[src/rtl/count_step_arbiter.sv]
// count_step_arbiter
//   Feeds the skip/reverse count-sequence counter with 1-cycle step enables.
//   Two requesters share the counter: a periodic auto-run timer and a manual
//   pushbutton. Grants alternate round-robin on ties. After every step a
//   minimum idle gap is enforced before the next grant.
//
// Parameters
//   PERIOD_W      width of iPeriod and of the auto timer
//   GAP_CYC       idle cycles after each step (0: a step every 2nd cycle at most)
//   DEBOUNCE_CYC  stable cycles the button filter needs (CSA_DEBOUNCE_EN only)
//
// Build option
//   CSA_DEBOUNCE_EN  defined: the synchronised button must be stable for
//                    DEBOUNCE_CYC cycles before its filtered level changes.
//                    Undefined: edge detect works on the 2-flop synced level.
//
// Ports
//   iClk, iRst           clock (posedge) / synchronous active-high reset
//   iRun, iHold          auto-run enable / pause (timer frozen, no new grants)
//   iPeriod              auto step period in cycles (0 behaves as 1)
//   iAutoSkip, iAutoRev  auto qualifiers, captured when the auto request fires
//   iBtnStep             asynchronous manual step button
//   iBtnSkip, iBtnRev    manual qualifiers, captured on the button edge
//   oStep                1-cycle step enable to the counter
//   oSkip, oRev          qualifiers of the last grant (held until next grant)
//   oGrant               last granted source: 01 auto, 10 manual, 00 none
//   oBusy                high while a step is issued or the gap runs
//   oStepCount           steps issued since reset (wraps)
//   oOverrun             sticky: request dropped because the source was pending
module count_step_arbiter #(
  parameter int PERIOD_W     = 24,
  parameter int GAP_CYC      = 4,
  parameter int DEBOUNCE_CYC = 16
) (
  input  logic                iClk,
  input  logic                iRst,
  input  logic                iRun,
  input  logic                iHold,
  input  logic [PERIOD_W-1:0] iPeriod,
  input  logic                iAutoSkip,
  input  logic                iAutoRev,
  input  logic                iBtnStep,
  input  logic                iBtnSkip,
  input  logic                iBtnRev,
  output logic                oStep,
  output logic                oSkip,
  output logic                oRev,
  output logic [1:0]          oGrant,
  output logic                oBusy,
  output logic [7:0]          oStepCount,
  output logic                oOverrun
);

  typedef enum logic [1:0] {S_IDLE, S_ISSUE, S_GAP} state_t;

  localparam int GW = (GAP_CYC > 1) ? $clog2(GAP_CYC) : 1;
  localparam logic [GW-1:0] GAP_LAST = GW'((GAP_CYC > 0) ? GAP_CYC - 1 : 0);

  state_t              r_state;
  logic [GW-1:0]       r_gap;
  logic [PERIOD_W-1:0] r_timer;
  logic                r_sync1, r_sync2, r_btnPrev;
  logic                r_autoPend, r_autoSkip, r_autoRev;
  logic                r_manPend, r_manSkip, r_manRev;
  logic                r_lastAuto;
  logic                r_step, r_skip, r_rev, r_busy, r_overrun;
  logic [1:0]          r_grant;
  logic [7:0]          r_count;

  logic [PERIOD_W-1:0] w_periodLast;
  logic                w_autoReq, w_btnLvl, w_btnRise;
  logic                w_canGrant, w_pickMan, w_grantAuto, w_grantMan;

  assign w_periodLast = (iPeriod == '0) ? '0 : iPeriod - 1'b1;
  // ">=" so that shrinking iPeriod below the current count wraps at once
  // instead of running through the full timer range.
  assign w_autoReq    = iRun & ~iHold & (r_timer >= w_periodLast);

  always_ff @(posedge iClk) begin
    if (iRst || !iRun) begin
      r_timer <= '0;
    end else if (!iHold) begin
      r_timer <= (r_timer >= w_periodLast) ? '0 : r_timer + 1'b1;
    end
  end

  always_ff @(posedge iClk) begin
    if (iRst) begin
      r_sync1 <= 1'b0;
      r_sync2 <= 1'b0;
    end else begin
      r_sync1 <= iBtnStep;
      r_sync2 <= r_sync1;
    end
  end

`ifdef CSA_DEBOUNCE_EN
  localparam int DW = (DEBOUNCE_CYC > 1) ? $clog2(DEBOUNCE_CYC) : 1;
  localparam logic [DW-1:0] DB_LAST = DW'((DEBOUNCE_CYC > 0) ? DEBOUNCE_CYC - 1 : 0);

  logic [DW-1:0] r_dbCnt;
  logic          r_btnFilt;

  // Counter runs only while the synced level disagrees with the filtered one.
  always_ff @(posedge iClk) begin
    if (iRst) begin
      r_dbCnt   <= '0;
      r_btnFilt <= 1'b0;
    end else if (r_sync2 == r_btnFilt) begin
      r_dbCnt <= '0;
    end else if (r_dbCnt == DB_LAST) begin
      r_btnFilt <= r_sync2;
      r_dbCnt   <= '0;
    end else begin
      r_dbCnt <= r_dbCnt + 1'b1;
    end
  end

  assign w_btnLvl = r_btnFilt;
`else
  assign w_btnLvl = r_sync2;
`endif

  assign w_btnRise   = w_btnLvl & ~r_btnPrev;
  assign w_canGrant  = (r_state == S_IDLE) & ~iHold & (r_autoPend | r_manPend);
  // On a tie the source not granted last wins.
  assign w_pickMan   = r_manPend & (~r_autoPend | r_lastAuto);
  assign w_grantAuto = w_canGrant & ~w_pickMan;
  assign w_grantMan  = w_canGrant & w_pickMan;

  always_ff @(posedge iClk) begin
    if (iRst) begin
      r_state    <= S_IDLE;
      r_gap      <= '0;
      r_btnPrev  <= 1'b0;
      r_autoPend <= 1'b0;
      r_autoSkip <= 1'b0;
      r_autoRev  <= 1'b0;
      r_manPend  <= 1'b0;
      r_manSkip  <= 1'b0;
      r_manRev   <= 1'b0;
      r_lastAuto <= 1'b1;
      r_step     <= 1'b0;
      r_skip     <= 1'b0;
      r_rev      <= 1'b0;
      r_busy     <= 1'b0;
      r_overrun  <= 1'b0;
      r_grant    <= 2'b00;
      r_count    <= '0;
    end else begin
      r_btnPrev <= w_btnLvl;

      // A new request on the edge that grants the same source replaces it.
      if (w_autoReq) begin
        if (r_autoPend && !w_grantAuto) begin
          r_overrun <= 1'b1;
        end else begin
          r_autoPend <= 1'b1;
          r_autoSkip <= iAutoSkip;
          r_autoRev  <= iAutoRev;
        end
      end else if (w_grantAuto) begin
        r_autoPend <= 1'b0;
      end

      if (w_btnRise) begin
        if (r_manPend && !w_grantMan) begin
          r_overrun <= 1'b1;
        end else begin
          r_manPend <= 1'b1;
          r_manSkip <= iBtnSkip;
          r_manRev  <= iBtnRev;
        end
      end else if (w_grantMan) begin
        r_manPend <= 1'b0;
      end

      case (r_state)
        S_IDLE: begin
          r_step <= 1'b0;
          if (w_canGrant) begin
            r_state    <= S_ISSUE;
            r_step     <= 1'b1;
            r_busy     <= 1'b1;
            r_count    <= r_count + 1'b1;
            r_lastAuto <= w_grantAuto;
            r_grant    <= w_grantAuto ? 2'b01 : 2'b10;
            r_skip     <= w_grantAuto ? r_autoSkip : r_manSkip;
            r_rev      <= w_grantAuto ? r_autoRev : r_manRev;
          end
        end
        S_ISSUE: begin
          r_step <= 1'b0;
          r_gap  <= '0;
          if (GAP_CYC > 0) begin
            r_state <= S_GAP;
          end else begin
            r_state <= S_IDLE;
            r_busy  <= 1'b0;
          end
        end
        S_GAP: begin
          if (r_gap == GAP_LAST) begin
            r_state <= S_IDLE;
            r_busy  <= 1'b0;
          end else begin
            r_gap <= r_gap + 1'b1;
          end
        end
        default: begin
          r_state <= S_IDLE;
          r_step  <= 1'b0;
          r_busy  <= 1'b0;
        end
      endcase
    end
  end

  assign oStep      = r_step;
  assign oSkip      = r_skip;
  assign oRev       = r_rev;
  assign oGrant     = r_grant;
  assign oBusy      = r_busy;
  assign oStepCount = r_count;
  assign oOverrun   = r_overrun;

endmodule

[config.mk]
export PLATFORM = sky130hd
export DESIGN_NAME = count_step_arbiter
export DESIGN_NICKNAME = d
export VERILOG_FILES = /design/src/rtl/count_step_arbiter.sv
export SDC_FILE = /design/constraint.sdc
export NUM_CORES = 1
export LEC_CHECK = 0
export BUFFER_PORTS_ARGS = -buffer_cell sky130_fd_sc_hd__clkbuf_2
export CAP_MARGIN = 20
export CORE_MARGIN = 3
export CORE_UTILIZATION = 55
export CTS_CLUSTER_SIZE = 16
export DETAILED_ROUTE_END_ITERATION = 10
export PLACE_DENSITY = 0.74
export SETUP_SLACK_MARGIN = 0.3
export SYNTH_ARGS = -nofsm -noshare
export SYNTH_HDL_FRONTEND = slang
export SYNTH_SLANG_ARGS = --single-unit
[constraint.sdc]
create_clock -name iClk -period 5.35 [get_ports iClk]
set_input_delay 0.2675 -clock iClk [delete_from_list [all_inputs] [get_ports iClk]]
set_output_delay 0.2675 -clock iClk [all_outputs]
set_load 0.02 [all_outputs]
Word-level counts from Yosys, hierarchy flattened
Index checks and enable logic that the tools add are counted.
- logic and storage cells: 94
- output and inout bits: 15
- register bits: 53
- multiplexer cells: 25
- bitwise operators: 17
- add/sub/neg operators: 4
- $lt $le $gt $ge: 1
- reductions and logical operators: 19
- equality and inequality tests: 8
- operator list (kind ; number):
    2-to-1 mux 24 bit ; 2
    adder 24 x 1 -> 24 bit (second input constant) ; 1
    >= comparator 24 bit ; 1
    zero test 24 bit ; 1
    subtractor 24 x 1 -> 24 bit (second input constant) ; 1
    2-to-1 mux 1 bit ; 15
    AND reduction 2 bit ; 7
    != test 2 bit (second input constant) ; 5
    adder 8 x 1 -> 8 bit (second input constant) ; 1
    bitwise AND 1 bit ; 8
    2-to-1 mux 2 bit ; 4
    NOT 1 bit ; 7
    case mux 2 bit (3 select lines) ; 1
    nonzero test 2 bit ; 3
    equality test 2 bit (second input constant) ; 2
    case mux 2 bit (2 select lines) ; 1
    zero test 1 bit ; 3
    case mux 1 bit (3 select lines) ; 1
    AND reduction 3 bit ; 1
    adder 2 x 1 -> 2 bit (second input constant) ; 1
    equality test 2 x 1 -> 1 bit (second input constant) ; 1
    logical AND 1 bit ; 2
    zero test 2 bit ; 1
    bitwise OR 1 bit ; 2
    2 further kinds ; 2

Logic depth before layout (Yosys ltp)
- depth in word-level cells: 11
- depth in mapped cells: 15

Least setup slack after synthesis
Ideal clock, no wire load.
- path type: in2reg
- from: input iPeriod[7]
- to: register r_overrun, in the netlist oOverrun
- setup slack: 1.159 ns
- stages on the path: 15
- arrival: 4.063 ns
- library setup time: 0.127 ns
- cells stage by stage: or4_4 or4_1 buf_2 or4_4 buf_6 nor4_4 xor2_1 nand2_1 ha_1 a21o_1 a21o_1 a222oi_1 a21oi_1 clkbuf_1 o2bb2ai_1
- word-level cells in the longest chain between the ends: 7
- RTL lines (element ; line ; source):
    start, declared ; 39 ; input logic [PERIOD_W-1:0] iPeriod,
    subtractor 24 x 1 -> 24 bit / zero test 24 bit (equally long branches) ; 74 ; assign w_periodLast = (iPeriod == '0) ? '0 : iPeriod - 1'b1;
    2-to-1 mux 24 bit * ; 74 ;
    >= comparator 24 bit * ; 77 ; assign w_autoReq = iRun & ~iHold & (r_timer >= w_periodLast);
    bitwise AND 1 bit * ; 77 ;
    2-to-1 mux 1 bit * ; 154 ; if (w_autoReq) begin
    2-to-1 mux 1 bit ; 167 ; if (r_manPend && !w_grantMan) begin
    2-to-1 mux 1 bit * ; 166 ; if (w_btnRise) begin
    end signal, assigned ; 147 ; r_overrun <= 1'b0;
    end signal, assigned ; 156 ; r_overrun <= 1'b1;
    end signal, assigned ; 168 ; r_overrun <= 1'b1;
    end, declared ; 66 ; logic r_step, r_skip, r_rev, r_busy, r_overrun;
Every way passes the cells marked *; elsewhere a longest branch is shown, timed or not.
A chain may end at the register's enable or synchronous reset.

Worst setup path after layout
- from: input iPeriod[5]
- to: register r_timer[16]
- word-level cells in the longest chain between the ends: 4
- RTL lines (element ; line ; source):
    subtractor 24 x 1 -> 24 bit / zero test 24 bit (equally long branches) ; 74 ;
    2-to-1 mux 24 bit * ; 74 ;
    >= comparator 24 bit * ; 83 ; r_timer <= (r_timer >= w_periodLast) ? '0 : r_timer + 1'b1;
    2-to-1 mux 24 bit * ; 83 ;
    end signal, assigned ; 83 ;
    end, declared ; 61 ; logic [PERIOD_W-1:0] r_timer;
Marked as above.

==> impl_metrics.env <==
export IMPL_grt_pass1_wl_um=11900
export IMPL_gp_congestion=0.792
export IMPL_syn_num_nets=459
export IMPL_synthDistinctLibCells=47
export IMPL_pin_count=48
export IMPL_routed_wl_um=6540
export IMPL_setup_viol=0
export IMPL_htree_levels=2
export IMPL_ys_async_sr_fraction_pct=0
export IMPL_min_period_ns=4.28
export IMPL_port_buffer_count=47
export IMPL_combPwrFrac_pct=10.2
export IMPL_grt_max_degree=33
export IMPL_die_x_um=83.1
export IMPL_cts_tree="yes"
export IMPL_grt_usage_pct=20.1
export IMPL_worstHoldPathType="in -> reg"
export IMPL_clkTransAtPathRegs_ns=0.09
export IMPL_drt_iter0_markers=79
export IMPL_netlist_area_um2=3270
export IMPL_rsz0062_at_grt="no"
export IMPL_post_layout_nonfiller_instances=510
export IMPL_hold_ws_ns=0.182
export IMPL_cp_slowest_cell="a222oi_1"
export IMPL_slowest_delay_ns=0.67
export IMPL_end_kind="flop"
export IMPL_crit_type="in -> reg"
export IMPL_clkSinkCount=53
export IMPL_ir_drop_uv=127
export IMPL_hold_violations=0
export IMPL_grt_antenna_before_repair=0
export IMPL_antenna_cells=0
export IMPL_clockBufferDepth=2
export IMPL_power_density_nw_per_um2=202
export IMPL_synthTopCellsByArea="dfxtp_1, ha_1, xor2_1, nand2_1, nor2_1"
export IMPL_avgSynthCellArea_um2=8.24
export IMPL_fp_dieArea_um2=6910
export IMPL_vias=2831
export IMPL_grt_pass1_vias=2724
export IMPL_leakagePower_nw=1.57
export IMPL_startpoint_type="input pin"
export IMPL_wl_per_cell_um=12.8
export IMPL_maxCapViolations=0
export IMPL_yosys_warnings=0
export IMPL_p_sw_share_pct=23.4
export IMPL_clockPowerShare_pct=35.4
export IMPL_seq_power_share_pct=54.3
export IMPL_min_period_over_period_pct=80.0
export IMPL_die_y_um=83.1
export IMPL_synth_edf_count=0
export IMPL_path_cells="clkbuf_2, or4_4, or4_1, or4_4, nor4_4, xor2_1, nand2_1, ha_1, a21o_1, a21o_1, a222oi_1, a21oi_1, buf_4, nor3_1"
export IMPL_fin_tns_setup_ns=0
export IMPL_fin_area_um2=3660
export IMPL_cts_hold_buf=0
export IMPL_crit_arrival_ns=4.49
export IMPL_ys_ff_latch=53
export IMPL_cts_setup_buffers=0
export IMPL_fmax_mhz=234
export IMPL_via_per_inst=5.55
export IMPL_skew_ns=0.00577
export IMPL_synth_common_cells="dfxtp_1, nand2_1, nor2_1"
export IMPL_placed_cell_area_um2=3560
export IMPL_finalMaxSlewViolations=0
export IMPL_core_um2=5640
export IMPL_postSynthCellCount=397
export IMPL_yosysMostFrequentCell="dfxtp_1"
export IMPL_critical_path_peak_fanout=21
export IMPL_ys_seq_area_share_pct=32.4
export IMPL_p_sw_uw=174
export IMPL_grt_overflow=0
export IMPL_worst_pin_slew_ns=0.955
export IMPL_placedCellCount=503
export IMPL_drive_gt1_share_pct=14.4
export IMPL_yosys_area_top_type="dfxtp_1"
export IMPL_first_pass_iters=4
export IMPL_area_growth_synth_to_final_pct=11.9
export IMPL_status="complete, no violations"
export IMPL_ctsResizeCount=0
export IMPL_synth_flop_cell="dfxtp_1"
export IMPL_crit_family="simple AND/OR/NAND/NOR gates"
export IMPL_finalPower_uw=741
export IMPL_root_buffer="clkbuf_8"
export IMPL_worstPathRequired_ns=5.56
export IMPL_clk_latency_ns=0.30
export IMPL_postRouteAntennaNets=0
export IMPL_synth_top_area_share_pct=32.4
export IMPL_path_buf_inv=2
export IMPL_initial_utilization_pct=58.0
export IMPL_slew_headroom_pct=36.4
export IMPL_power_internal_uw=567
export IMPL_row_count=27
export IMPL_drc=0
export IMPL_cts_buffers=5
export IMPL_fin_nets=500
export IMPL_dp_hpwl_um=5160
## per-layer routing
metal  part of all wire [%]  vias up  global-route usage, %
met5                      0        -                      0
met4                   0.86        0                   6.54
met3                    3.9        6                   2.58
met2                     48       61                   34.9
met1                     48     1285                   25.7
li1                       -     1479                      -
## layout make-up
type	instances	area (µm²)
Clock buffer	5	68.8
Multi-Input combinational cell	320	2120
Clock inverter	2	35.0
Timing Repair Buffer	50	258
Inverter	8	30.0
Sequential cell	53	1060
Tap cell	72	90.1
Fill cell	525	1980
## registers in the layout, summed over array words and instances, names as in the netlist, 2 cells and up
| name | cells |
|---|---|
| r_timer | 24 |
| oStepCount | 8 |
| oGrant | 2 |
| r_gap | 2 |
| r_state | 2 |
## power by group through the flow
stage / combinational [mW] / sequential (mW) / clock, mW
after floorplan: 0.0446 / 0.413 / 0
after global placement: 0.0743 / 0.411 / 0
after detailed placement: 0.0762 / 0.412 / 0
after CTS: 0.0766 / 0.403 / 0.268
after global routing: 0.0868 / 0.403 / 0.283
final: 0.0758 / 0.403 / 0.262
## per-stage QoR
stage / utilization, % / worst slack, ns
2_1_floorplan: - / 1.16
3_3_place_gp: 63.1 / 0.921
3_5_place_dp: 63.1 / 0.784
4_1_cts: 64.9 / 1.10
5_1_grt: 64.9 / 0.669
6_report: 64.9 / 1.07
## path summary, 6_finish.rpt
check | startpoint | endpoint | slack [ns] | cells past startpoint
max | iPeriod[5] | r_timer[16] | 1.07 | 14
min | iBtnStep | r_sync1 | 0.18 | 2
max reg2reg | r_timer[2] | r_timer[16] | 2.56 | 8
min reg2reg | r_sync1 | r_sync2 | 0.44 | 1
## layout by cell type, fill, tap and decap left out, drive strengths merged, types with 2 or more instances in the layout
| master | instances |
|---|---|
| nand2b | 14 |
| ha | 29 |
| o2bb2ai | 2 |
| dfxtp | 53 |
| a21oi | 21 |
| o21ai | 5 |
| and4 | 2 |
| or4 | 5 |
| nand3 | 11 |
| xnor2 | 18 |
| nor4 | 8 |
| nand4 | 11 |
| nand3b | 4 |
| and3 | 3 |
| nor2 | 44 |
| clkbuf | 52 |
| a21o | 4 |
| nor2b | 5 |
| inv | 8 |
| nand2 | 46 |
| a211oi | 2 |
| nand4b | 2 |
| xor2 | 30 |
| buf | 3 |
| nor3 | 31 |
| mux2i | 8 |
## kinds of logic (layout without fill, tap and decap cells)
logic type      after synthesis  after routing  share of synthesized area [%]
compound gates               44             44                           8.45
xor+xnor                     48             48                           12.8
fa+ha+maj                    29             29                           11.1
buf+inv                      24             65                           3.02
flops                        53             53                           32.4
mux                           8              8                           2.45
simple gates                191            191                           29.7
(Power assumes the default switching activity.)
